--- src/rtl/spi_slave_pkg.sv ---
// spi_slave_pkg: shared SPI slave types (mode struct, FSM state) and shift-edge selection helpers.
package spi_slave_pkg;
  typedef struct packed {
    logic cpol;
    logic cpha;
  } spi_mode_t;
  typedef enum logic [1:0] {IDLE, LOAD, SHIFT} state_t;
  localparam logic EDGE_LEAD  = 1'b0;
  localparam logic EDGE_TRAIL = 1'b1;
  function automatic logic shift_edge(input spi_mode_t m);
    return m.cpha ? EDGE_LEAD : EDGE_TRAIL;
  endfunction
endpackage

--- src/rtl/spi_sync_edge.sv ---
// spi_sync_edge: multi-flop synchroniser for an asynchronous pin with rise/fall pulses on the synchronised level.
module spi_sync_edge #(
  parameter int STAGES = 2
) (
  input  logic clk,
  input  logic rst_n,
  input  logic d,
  output logic rise,
  output logic fall
);
  logic [STAGES-1:0] s;
  logic p;
  always_ff @(posedge clk or negedge rst_n)
    if (!rst_n) begin
      s <= '0;
      p <= 1'b0;
    end else begin
      s <= {s[STAGES-2:0], d};
      p <= s[STAGES-1];
    end
  assign rise = s[STAGES-1] & ~p;
  assign fall = ~s[STAGES-1] & p;
endmodule

--- src/rtl/spi_slave_sync.sv ---
// spi_slave_sync: clk-oversampled SPI slave, runtime mode 0-3, back-to-back WIDTH-bit words.
// Define SPI_SLAVE_LSB_FIRST_EN to add the lsb_first input (latched per frame).
module spi_slave_sync
  import spi_slave_pkg::*;
#(
  parameter int WIDTH = 8,
  parameter int SYNC_STAGES = 2,
  parameter logic [WIDTH-1:0] TX_IDLE = '0
) (
  input  logic             clk,
  input  logic             rst_n,
  input  logic             cpol,
  input  logic             cpha,
`ifdef SPI_SLAVE_LSB_FIRST_EN
  input  logic             lsb_first,
`endif
  input  logic             sck,
  input  logic             cs_n,
  input  logic             mosi,
  output logic             miso,
  output logic             miso_oe,
  input  logic [WIDTH-1:0] tx_data,
  input  logic             tx_valid,
  output logic             tx_ready,
  output logic [WIDTH-1:0] rx_data,
  output logic             rx_valid,
  output logic             rx_first,
  output logic             busy,
  output logic             tx_underrun,
  output logic             frame_done,
  output logic             rx_partial
);
  localparam int CW = $clog2(WIDTH);
  function automatic logic head(input logic [WIDTH-1:0] w, input logic lsb);
    return lsb ? w[0] : w[WIDTH-1];
  endfunction
  function automatic logic [WIDTH-1:0] adv(input logic [WIDTH-1:0] w, input logic lsb);
    return lsb ? w >> 1 : w << 1;
  endfunction
  logic sck_rise, sck_fall, cs_rise, cs_fall, mosi_q;
  logic [SYNC_STAGES-1:0] mosi_s;
  state_t state_q, state_d;
  spi_mode_t mode_q;
  logic lsb_q;
  logic [WIDTH-1:0] hold_q, tx_sh, rx_sh, new_word, tx_src, rx_nxt;
  logic [CW-1:0] cnt;
  logic first_q, load_pend;
  logic lead, trail, in_shift, shf_lead, smp, shf, start, stop, take, word_end;
  spi_sync_edge #(.STAGES(SYNC_STAGES)) u_sck (
    .clk(clk), .rst_n(rst_n), .d(sck), .rise(sck_rise), .fall(sck_fall)
  );
  spi_sync_edge #(.STAGES(SYNC_STAGES)) u_cs (
    .clk(clk), .rst_n(rst_n), .d(cs_n), .rise(cs_rise), .fall(cs_fall)
  );
  always_ff @(posedge clk or negedge rst_n)
    if (!rst_n) mosi_s <= '0;
    else mosi_s <= {mosi_s[SYNC_STAGES-2:0], mosi};
  assign mosi_q = mosi_s[SYNC_STAGES-1];
`ifdef SPI_SLAVE_LSB_FIRST_EN
  always_ff @(posedge clk or negedge rst_n)
    if (!rst_n) lsb_q <= 1'b0;
    else if (start) lsb_q <= lsb_first;
`else
  assign lsb_q = 1'b0;
`endif
  // cs sync resets low so a cs_n already low at reset release is not taken as a fresh fall
  assign start    = (state_q == IDLE) & cs_fall;
  assign stop     = (state_q != IDLE) & cs_rise;
  assign busy     = state_q != IDLE;
  assign miso_oe  = state_q != IDLE;
  assign lead     = mode_q.cpol ? sck_fall : sck_rise;
  assign trail    = mode_q.cpol ? sck_rise : sck_fall;
  assign in_shift = (state_q == SHIFT) & ~cs_rise;
  assign shf_lead = shift_edge(mode_q) == EDGE_LEAD;
  assign shf      = in_shift & (shf_lead ? lead : trail);
  assign smp      = in_shift & (shf_lead ? trail : lead);
  assign word_end = smp & (cnt == CW'(WIDTH - 1));
  assign take     = start | (shf & load_pend);
  assign new_word = tx_ready ? TX_IDLE : hold_q;
  assign tx_src   = load_pend ? new_word : (mode_q.cpha ? tx_sh : adv(tx_sh, lsb_q));
  assign rx_nxt   = lsb_q ? {mosi_q, rx_sh[WIDTH-1:1]} : {rx_sh[WIDTH-2:0], mosi_q};
  always_comb begin
    state_d = stop ? IDLE : start ? LOAD : (state_q == LOAD) ? SHIFT : state_q;
  end
  always_ff @(posedge clk or negedge rst_n)
    if (!rst_n) state_q <= IDLE;
    else state_q <= state_d;
  always_ff @(posedge clk or negedge rst_n)
    if (!rst_n) begin
      miso        <= 1'b0;
      tx_ready    <= 1'b1;
      hold_q      <= '0;
      tx_sh       <= '0;
      rx_sh       <= '0;
      rx_data     <= '0;
      rx_valid    <= 1'b0;
      rx_first    <= 1'b0;
      tx_underrun <= 1'b0;
      frame_done  <= 1'b0;
      rx_partial  <= 1'b0;
      cnt         <= '0;
      first_q     <= 1'b0;
      load_pend   <= 1'b0;
      mode_q      <= '0;
    end else begin
      rx_valid    <= word_end;
      rx_first    <= word_end & first_q;
      tx_underrun <= take & tx_ready;
      frame_done  <= stop;
      rx_partial  <= stop & (cnt != '0);
      if (tx_valid && tx_ready) begin
        hold_q   <= tx_data;
        tx_ready <= 1'b0;
      end else if (take) tx_ready <= 1'b1;
      if (stop) begin
        cnt       <= '0;
        load_pend <= 1'b0;
      end else if (start) begin
        mode_q    <= {cpol, cpha};
        tx_sh     <= new_word;
        first_q   <= 1'b1;
        cnt       <= '0;
        load_pend <= 1'b0;
      end else begin
        if (state_q == LOAD && !mode_q.cpha) miso <= head(tx_sh, lsb_q);
        if (smp) begin
          rx_sh <= rx_nxt;
          cnt   <= word_end ? '0 : cnt + CW'(1);
        end
        if (word_end) begin
          rx_data   <= rx_nxt;
          first_q   <= 1'b0;
          load_pend <= 1'b1;
        end
        // cpha=0 keeps the bit on the wire at the head; cpha=1 drives the head then advances
        if (shf) begin
          tx_sh     <= mode_q.cpha ? adv(tx_src, lsb_q) : tx_src;
          miso      <= head(tx_src, lsb_q);
          load_pend <= 1'b0;
        end
      end
    end
endmodule

--- config.mk ---
export PLATFORM = sky130hd
export DESIGN_NAME = spi_slave_sync
export DESIGN_NICKNAME = d
export VERILOG_FILES = /design/src/rtl/spi_slave_pkg.sv /design/src/rtl/spi_sync_edge.sv /design/src/rtl/spi_slave_sync.sv
export SDC_FILE = /design/constraint.sdc
export NUM_CORES = 1
export LEC_CHECK = 0
export ABC_CLOCK_PERIOD_IN_PS = 3960
export CAP_MARGIN = 20
export CELL_PAD_IN_SITES_DETAIL_PLACEMENT = 1
export CELL_PAD_IN_SITES_GLOBAL_PLACEMENT = 1
export CORE_MARGIN = 3
export CORE_UTILIZATION = 47
export CTS_BUF_LIST = sky130_fd_sc_hd__clkbuf_16
export DETAILED_ROUTE_END_ITERATION = 6
export GPL_TIMING_DRIVEN = 0
export PLACE_DENSITY_LB_ADDON = 0.15
export SLEW_MARGIN = 20
export SYNTH_ARGS = -nofsm -noshare
export SYNTH_HDL_FRONTEND = slang
export SYNTH_SLANG_ARGS = --single-unit
--- constraint.sdc ---
create_clock -name clk -period 3.96 [get_ports clk]
set_input_delay 1.188 -clock clk [delete_from_list [all_inputs] [get_ports clk]]
set_output_delay 1.188 -clock clk [all_outputs]
set_load 0.01 [all_outputs]
# After elaboration in Yosys (flattened, before gate mapping)
# Cells that the tools add are included.
# Widths: inputs -> output; s select.
[classes] addsub=1 n_eq_ne=3 mux=27 n_bitwise=22 reduce_logical=19
[ops] operator="$mux 8" n=6
[ops] operator="$and 1x1->1" n=14
[ops] operator="$mux 1" n=14
[ops] operator="$mux 3" n=4
[ops] operator="$reduce_bool 2->1" n=5
[ops] operator="$reduce_and 3->1" n=3
[ops] operator="$reduce_bool 3->1" n=3
[ops] operator="$not 1->1" n=7
[ops] operator="$mux 2" n=3
[ops] operator="$reduce_and 2->1" n=3
[ops] operator="$reduce_bool 4->1" n=1
[ops] operator="$add 3x1->3 const B" n=1
[ops] operator="$eq 3x3->1 const B" n=1
[ops] operator="$eq 2x1->1 const B" n=1
[ops] operator="$eq 2x2->1 const B" n=1
[ops] operator="$logic_and 1x1->1" n=2
[ops] operator="$logic_not 2->1" n=1
[ops] operator="$logic_not 1->1" n=1
[ops] operator="$or 1x1->1" n=1
[totals] ff_bits=55 inputBits=16 out_inout_bits=17 word_cells=94

# Depth between registers and ports, before layout
[depth] word_depth=10 ltp_mapped=6 mapped_depth_nobuf=6

# Modules after synthesis
# From an unflattened synthesis, not the netlist that was laid out.
[unflattened] hier_cells=198 area_unflattened_um2=2388.5
[modules_own_cells] mod="spi_slave_sync" n_inst=1 cells_each=188 area_each_um2=2208.4 seq_area_each_um2=1227.4
[modules_own_cells] mod="spi_sync_edge" n_inst=2 cells_each=5 area_each_um2=90.1 seq_area_each_um2=75.1

# Worst setup path after synthesis
# No wires, ideal clock.
[synth_timing] path_kind="register to output" start="reg state_q[0]" end="out miso_oe" t_arrival_ns=0.830 t_required_ns=2.772 slack_ns=1.942 path_stages_with_launch=4 path_buffers=1 cell_sequence="dfrtp_1 nor2_1 inv_1 buf_4"
[synth_via] elab_chain_cells=1
[synth_lines] item="start, declared" line="spi_slave_sync.sv:42" source="state_t state_q, state_d;"
[synth_lines] item="start signal, assigned" line="spi_slave_sync.sv:87" source="else state_q <= state_d;"
[synth_lines] item="$reduce_bool 2->1"
[synth_lines] item="end, declared" line="spi_slave_sync.sv:21" source="output logic miso_oe,"
# No other way between the ends.

# Worst setup path in the final report
[layout_timing] start="reg state_q[0]" end="out miso_oe"
[layout_via] elab_chain_cells=1
[layout_lines] item="$reduce_bool 2->1" line="spi_slave_sync.sv:70" source="assign miso_oe = state_q != IDLE;"
# No other way between the ends.

==> impl_results.html <==
<table>
<tr><th>Metric</th><th>Value</th></tr>
<tr><th colspan="2">Final layout</th></tr>
<tr><td>Area overhead of the layout relative to synthesis</td><td>22.5%</td></tr>
<tr><td>Final standard cell area without fillers</td><td>2980 µm²</td></tr>
<tr><td>Sequential cell area in the final layout</td><td>1380 µm²</td></tr>
<tr><td>Most common cell after layout, fill and taps aside</td><td>sky130_fd_sc_hd__dfrtp_1</td></tr>
<tr><td>Nets</td><td>253</td></tr>
<tr><td>Number of standard cells in the final layout excluding fillers</td><td>302</td></tr>
<tr><td>Filler Cell Count</td><td>481</td></tr>
<tr><td>Share of post-route cells with drive strength above 1</td><td>0.238</td></tr>
<tr><td>Area occupied by multi-input gates</td><td>983 µm²</td></tr>
<tr><td>Leading cell types in the layout, fill and taps excluded</td><td>sky130_fd_sc_hd__dfrtp_1, sky130_fd_sc_hd__mux2_2, sky130_fd_sc_hd__clkdlybuf4s50_1</td></tr>
<tr><td>Number of antenna diodes</td><td>0</td></tr>
<tr><th colspan="2">CTS</th></tr>
<tr><td>Count of hold-fix buffers inserted at cts</td><td>0</td></tr>
<tr><td>Num CTS Buffers</td><td>5</td></tr>
<tr><td>Root buffer cell</td><td>sky130_fd_sc_hd__clkbuf_16</td></tr>
<tr><td>Number of resized instances in the post-cts repair step</td><td>0</td></tr>
<tr><td>Clock insertion delay at the later pin of the skew report</td><td>0.29 ns</td></tr>
<tr><td>CTS tree</td><td>done</td></tr>
<tr><td>Number of buffers on the longest clock path</td><td>2</td></tr>
<tr><td>Number of H-tree branching levels</td><td>2</td></tr>
<tr><td>Clock sink count</td><td>55</td></tr>
<tr><td>Clock transition at the registers of the reported paths</td><td>0.07 ns</td></tr>
<tr><td>Total setup buffers inserted after CTS</td><td>0</td></tr>
<tr><th colspan="2">Synth</th></tr>
<tr><td>Area leader, netlist</td><td>sky130_fd_sc_hd__dfrtp_1</td></tr>
<tr><td>Syn avg cell area</td><td>12.5 µm²</td></tr>
<tr><td>Net Count, Synth</td><td>214</td></tr>
<tr><td>Cells after Synth</td><td>195</td></tr>
<tr><td>Flip-flop and latch count after synthesis</td><td>55</td></tr>
<tr><td>Total of warnings raised by yosys</td><td>0</td></tr>
<tr><td>Combined area of all synthesized cells</td><td>2430 µm²</td></tr>
<tr><td>Top area cells in the synthesized netlist</td><td>sky130_fd_sc_hd__dfrtp_1, sky130_fd_sc_hd__mux2_2, sky130_fd_sc_hd__nand3b_1, sky130_fd_sc_hd__nand2_1, sky130_fd_sc_hd__o211ai_1</td></tr>
<tr><td>Top cell type's share of synthesized area</td><td>0.556</td></tr>
<tr><td>Post-synthesis sequential area ratio</td><td>0.567</td></tr>
<tr><td>Distinct cell type count of the synthesized netlist</td><td>35</td></tr>
<tr><th colspan="2">Power</th></tr>
<tr><td>Switching share of power</td><td>0.305</td></tr>
<tr><td>Leakage power</td><td>1.33 nW</td></tr>
<tr><td>Part of the total power dissipated in sequential elements</td><td>0.471</td></tr>
<tr><td>Power per standard cell area</td><td>574 nW/µm²</td></tr>
<tr><td>Pint</td><td>1.19 mW</td></tr>
<tr><td>Worst vdd ir</td><td>0.000247 V</td></tr>
<tr><td>Clock network power share</td><td>0.251</td></tr>
<tr><td>Part of the total power dissipated in combinational logic</td><td>0.278</td></tr>
<tr><td>Switching power</td><td>0.521 mW</td></tr>
<tr><th colspan="2">Timing</th></tr>
<tr><td>Fin. max-slew vios</td><td>0</td></tr>
<tr><td>Setup violations, final</td><td>0</td></tr>
<tr><td>Headroom to the max-slew limit</td><td>0.514</td></tr>
<tr><td>Final worst-path setup slack</td><td>1.13 ns</td></tr>
<tr><td>Clock Skew</td><td>0.00314 ns</td></tr>
<tr><td>Final Cycle Share</td><td>0.715</td></tr>
<tr><td>Setup Total Neg Slack</td><td>0 ns</td></tr>
<tr><td>Number of hold-slack violations in the final timing report</td><td>0</td></tr>
<tr><td>Final Critical Period</td><td>2.83 ns</td></tr>
<tr><td>Measured slew at the worst slew-check pin</td><td>0.719 ns</td></tr>
<tr><td>Setup repair after global routing missed its margin</td><td>false</td></tr>
<tr><td>Achievable Freq</td><td>0.353 GHz</td></tr>
<tr><th colspan="2">Worst setup path</th></tr>
<tr><td>Number of cells on the worst reg-to-reg path</td><td>5</td></tr>
<tr><td>Kind of critical path</td><td>reg2out</td></tr>
<tr><td>Number of stages on the worst setup path</td><td>4</td></tr>
<tr><td>Number of buffer and inverter stages on the critical path</td><td>3</td></tr>
<tr><td>Crit-path max FO</td><td>8</td></tr>
<tr><td>Crit path arrival time</td><td>1.64 ns</td></tr>
<tr><td>Top Family by Delay on Critical Path</td><td>buffers and inverters</td></tr>
<tr><td>Worst Setup Start Kind</td><td>flop</td></tr>
<tr><td>Sequence of cells on the critical path</td><td>nor2_1 &gt; inv_1 &gt; buf_4 &gt; clkdlybuf4s50_1</td></tr>
<tr><td>Delay of the slowest critical-path stage</td><td>0.47 ns</td></tr>
<tr><td>Critical path data required time</td><td>2.77 ns</td></tr>
<tr><td>CP endpoint kind</td><td>primary output</td></tr>
<tr><td>Worst path slowest cell</td><td>sky130_fd_sc_hd__clkdlybuf4s50_1</td></tr>
<tr><th colspan="2">Die</th></tr>
<tr><td>IO Count</td><td>33</td></tr>
<tr><td>Area of the placeable core</td><td>4850 µm²</td></tr>
<tr><td>Die Span X</td><td>77.9 µm</td></tr>
<tr><td>Die outline height</td><td>77.9 µm</td></tr>
<tr><td>Initial cell density of the core</td><td>0.501</td></tr>
<tr><td>Floorplan die area</td><td>6070 µm²</td></tr>
<tr><td>Row count</td><td>25</td></tr>
<tr><th colspan="2">Routing</th></tr>
<tr><td>Total number of vias</td><td>1655</td></tr>
<tr><td>Final wirelength</td><td>5.42 mm</td></tr>
<tr><td>Antenna violation net count after detailed routing</td><td>0</td></tr>
<tr><td>Average routed wire per standard cell</td><td>18.0 µm</td></tr>
<tr><td>Number of DRC markers in iteration 0</td><td>71</td></tr>
<tr><td>Number of iterations in the first detailed-routing pass</td><td>4</td></tr>
<tr><td>Via-per-instance ratio</td><td>5.48</td></tr>
<tr><td>Post-route DRC</td><td>0</td></tr>
<tr><th colspan="2">GRT</th></tr>
<tr><td>Initial antenna violation count</td><td>0</td></tr>
<tr><td>Total routing usage reported by global routing</td><td>0.197</td></tr>
<tr><td>Global route total overflow</td><td>0</td></tr>
<tr><td>Vias in the first global route</td><td>1888</td></tr>
<tr><td>Global-route wire length before repair</td><td>9.34 mm</td></tr>
<tr><td>Maximum number of pins on one net before global-route repair</td><td>56</td></tr>
<tr><th colspan="2">Placed design</th></tr>
<tr><td>Final HPWL DP</td><td>3.83 mm</td></tr>
<tr><td># port buffers</td><td>32</td></tr>
<tr><td>Placed cell count</td><td>294</td></tr>
<tr><td>Area after DPL</td><td>2830 µm²</td></tr>
<tr><td>Post-place setup slack</td><td>1.44 ns</td></tr>
<tr><td>Final RePlAce weighted congestion</td><td>0.760</td></tr>
<tr><th colspan="2">Run status</th></tr>
<tr><td>Status</td><td>finished clean</td></tr>
<tr><th colspan="2">Hold path</th></tr>
<tr><td>Path class of the lowest-slack min-delay path</td><td>reg2reg</td></tr>
<tr><td>Cell depth of the worst min-delay path</td><td>0</td></tr>
<tr><th colspan="2">Run</th></tr>
<tr><td>Max Cap Viol</td><td>0</td></tr>
</table>
cell families after synthesis:
group	Yosys count	share of synthesized area
and+or+nand+nor	55	0.129
adders and majority gates	3	0.0154
AOI/OAI and AO/OA	22	0.0592
muxes	43	0.197
DFF	55	0.567
xor gates and xnor gates	1	0.00361
buffers and inverters	16	0.0283
area by class of cell:
cell class	instances	share of cell area
inverters	7	0.00883
clock buffers	5	0.0420
plain buffers	9	0.0143
repair buffers	32	0.107
multi-input cells	124	0.330
flip-flops and latches	55	0.463
clock inverters	3	0.00673
well taps	67	0.0282
worst reg2reg max path, cell delays in order, from the launching register on:
cell and delay (ns):
sky130_fd_sc_hd__dfrtp_1 0.42, sky130_fd_sc_hd__nor2b_1 0.17, sky130_fd_sc_hd__nor3b_1 0.55, sky130_fd_sc_hd__nand3_1 0.29, sky130_fd_sc_hd__inv_2 0.26, sky130_fd_sc_hd__mux2_2 0.37
synth_stat cells (all sizes together):
| cell type | count |
|---|---|
| xor2 | 1 |
| inv | 7 |
| nand2b | 4 |
| or4b | 1 |
| nor3b | 3 |
| o21ai | 5 |
| nand3b | 8 |
| nand4b | 2 |
| nor2b | 2 |
| and3 | 2 |
| o211ai | 6 |
| a211o | 1 |
| nor4b | 2 |
| nor3 | 1 |
| nand3 | 8 |
| or4 | 1 |
| mux2i | 4 |
| nand2 | 13 |
| a2bb2oi | 1 |
| and2 | 1 |
| nor2 | 7 |
| a21oi | 6 |
| o211a | 1 |
| clkbuf | 3 |
| dfrtp | 54 |
| buf | 6 |
| ha | 3 |
| mux2 | 39 |
| dfstp | 1 |
| o31ai | 1 |
| a221oi | 1 |
final timing paths:
check / startpoint / to / slack [ns]
max: state_q[0]$_DFFE_PN0P_ / miso_oe / 1.13
min: u_cs.s[0]$_DFF_PN0_ / u_cs.s[1]$_DFF_PN0_ / 0.35
max reg2reg: u_cs.s[1]$_DFF_PN0_ / rx_data[2]$_DFFE_PN0P_ / 1.79
min reg2reg: u_cs.s[0]$_DFF_PN0_ / u_cs.s[1]$_DFF_PN0_ / 0.35
max in group asynchronous: rst_n / tx_sh[1]$_DFFE_PN0P_ / 2.58
min in group asynchronous: rst_n / cnt[0]$_DFFE_PN0P_ / 0.93
power groups by stage:
stage          Clock, mW  Sequential, mW  Combinational (mW)
3_3_place_gp           0           0.794               0.446
6_report           0.429           0.804               0.474
4_1_cts            0.437           0.803               0.480
2_1_floorplan          0           0.773               0.346
5_1_grt            0.470           0.823               0.527
3_5_place_dp           0           0.812               0.475
sequential cells by signal, summed over array words and instances, names as in the netlist, 2 cells and up:
signal,flops
cnt,3
hold_q,8
mosi_s,2
rx_data,8
rx_sh,7
state_q,2
tx_sh,8
u_cs.s,2
u_sck.s,2
stage by stage:
stage,utilization,hold slack [ns],total power [mW]
floorplan,-,0.331,1.12
global placement,0.585,0.336,1.24
detailed placement,0.584,0.337,1.29
CTS,0.614,0.353,1.72
global route,0.614,0.356,1.82
finish,0.614,0.351,1.71
metal layers:
layer	track usage	wire (µm)
met4	0.0594	89
met5	0	0
met2	0.354	2800
met1	0.237	2350
met3	0.0418	176
Power figures use the tool's default switching activity.
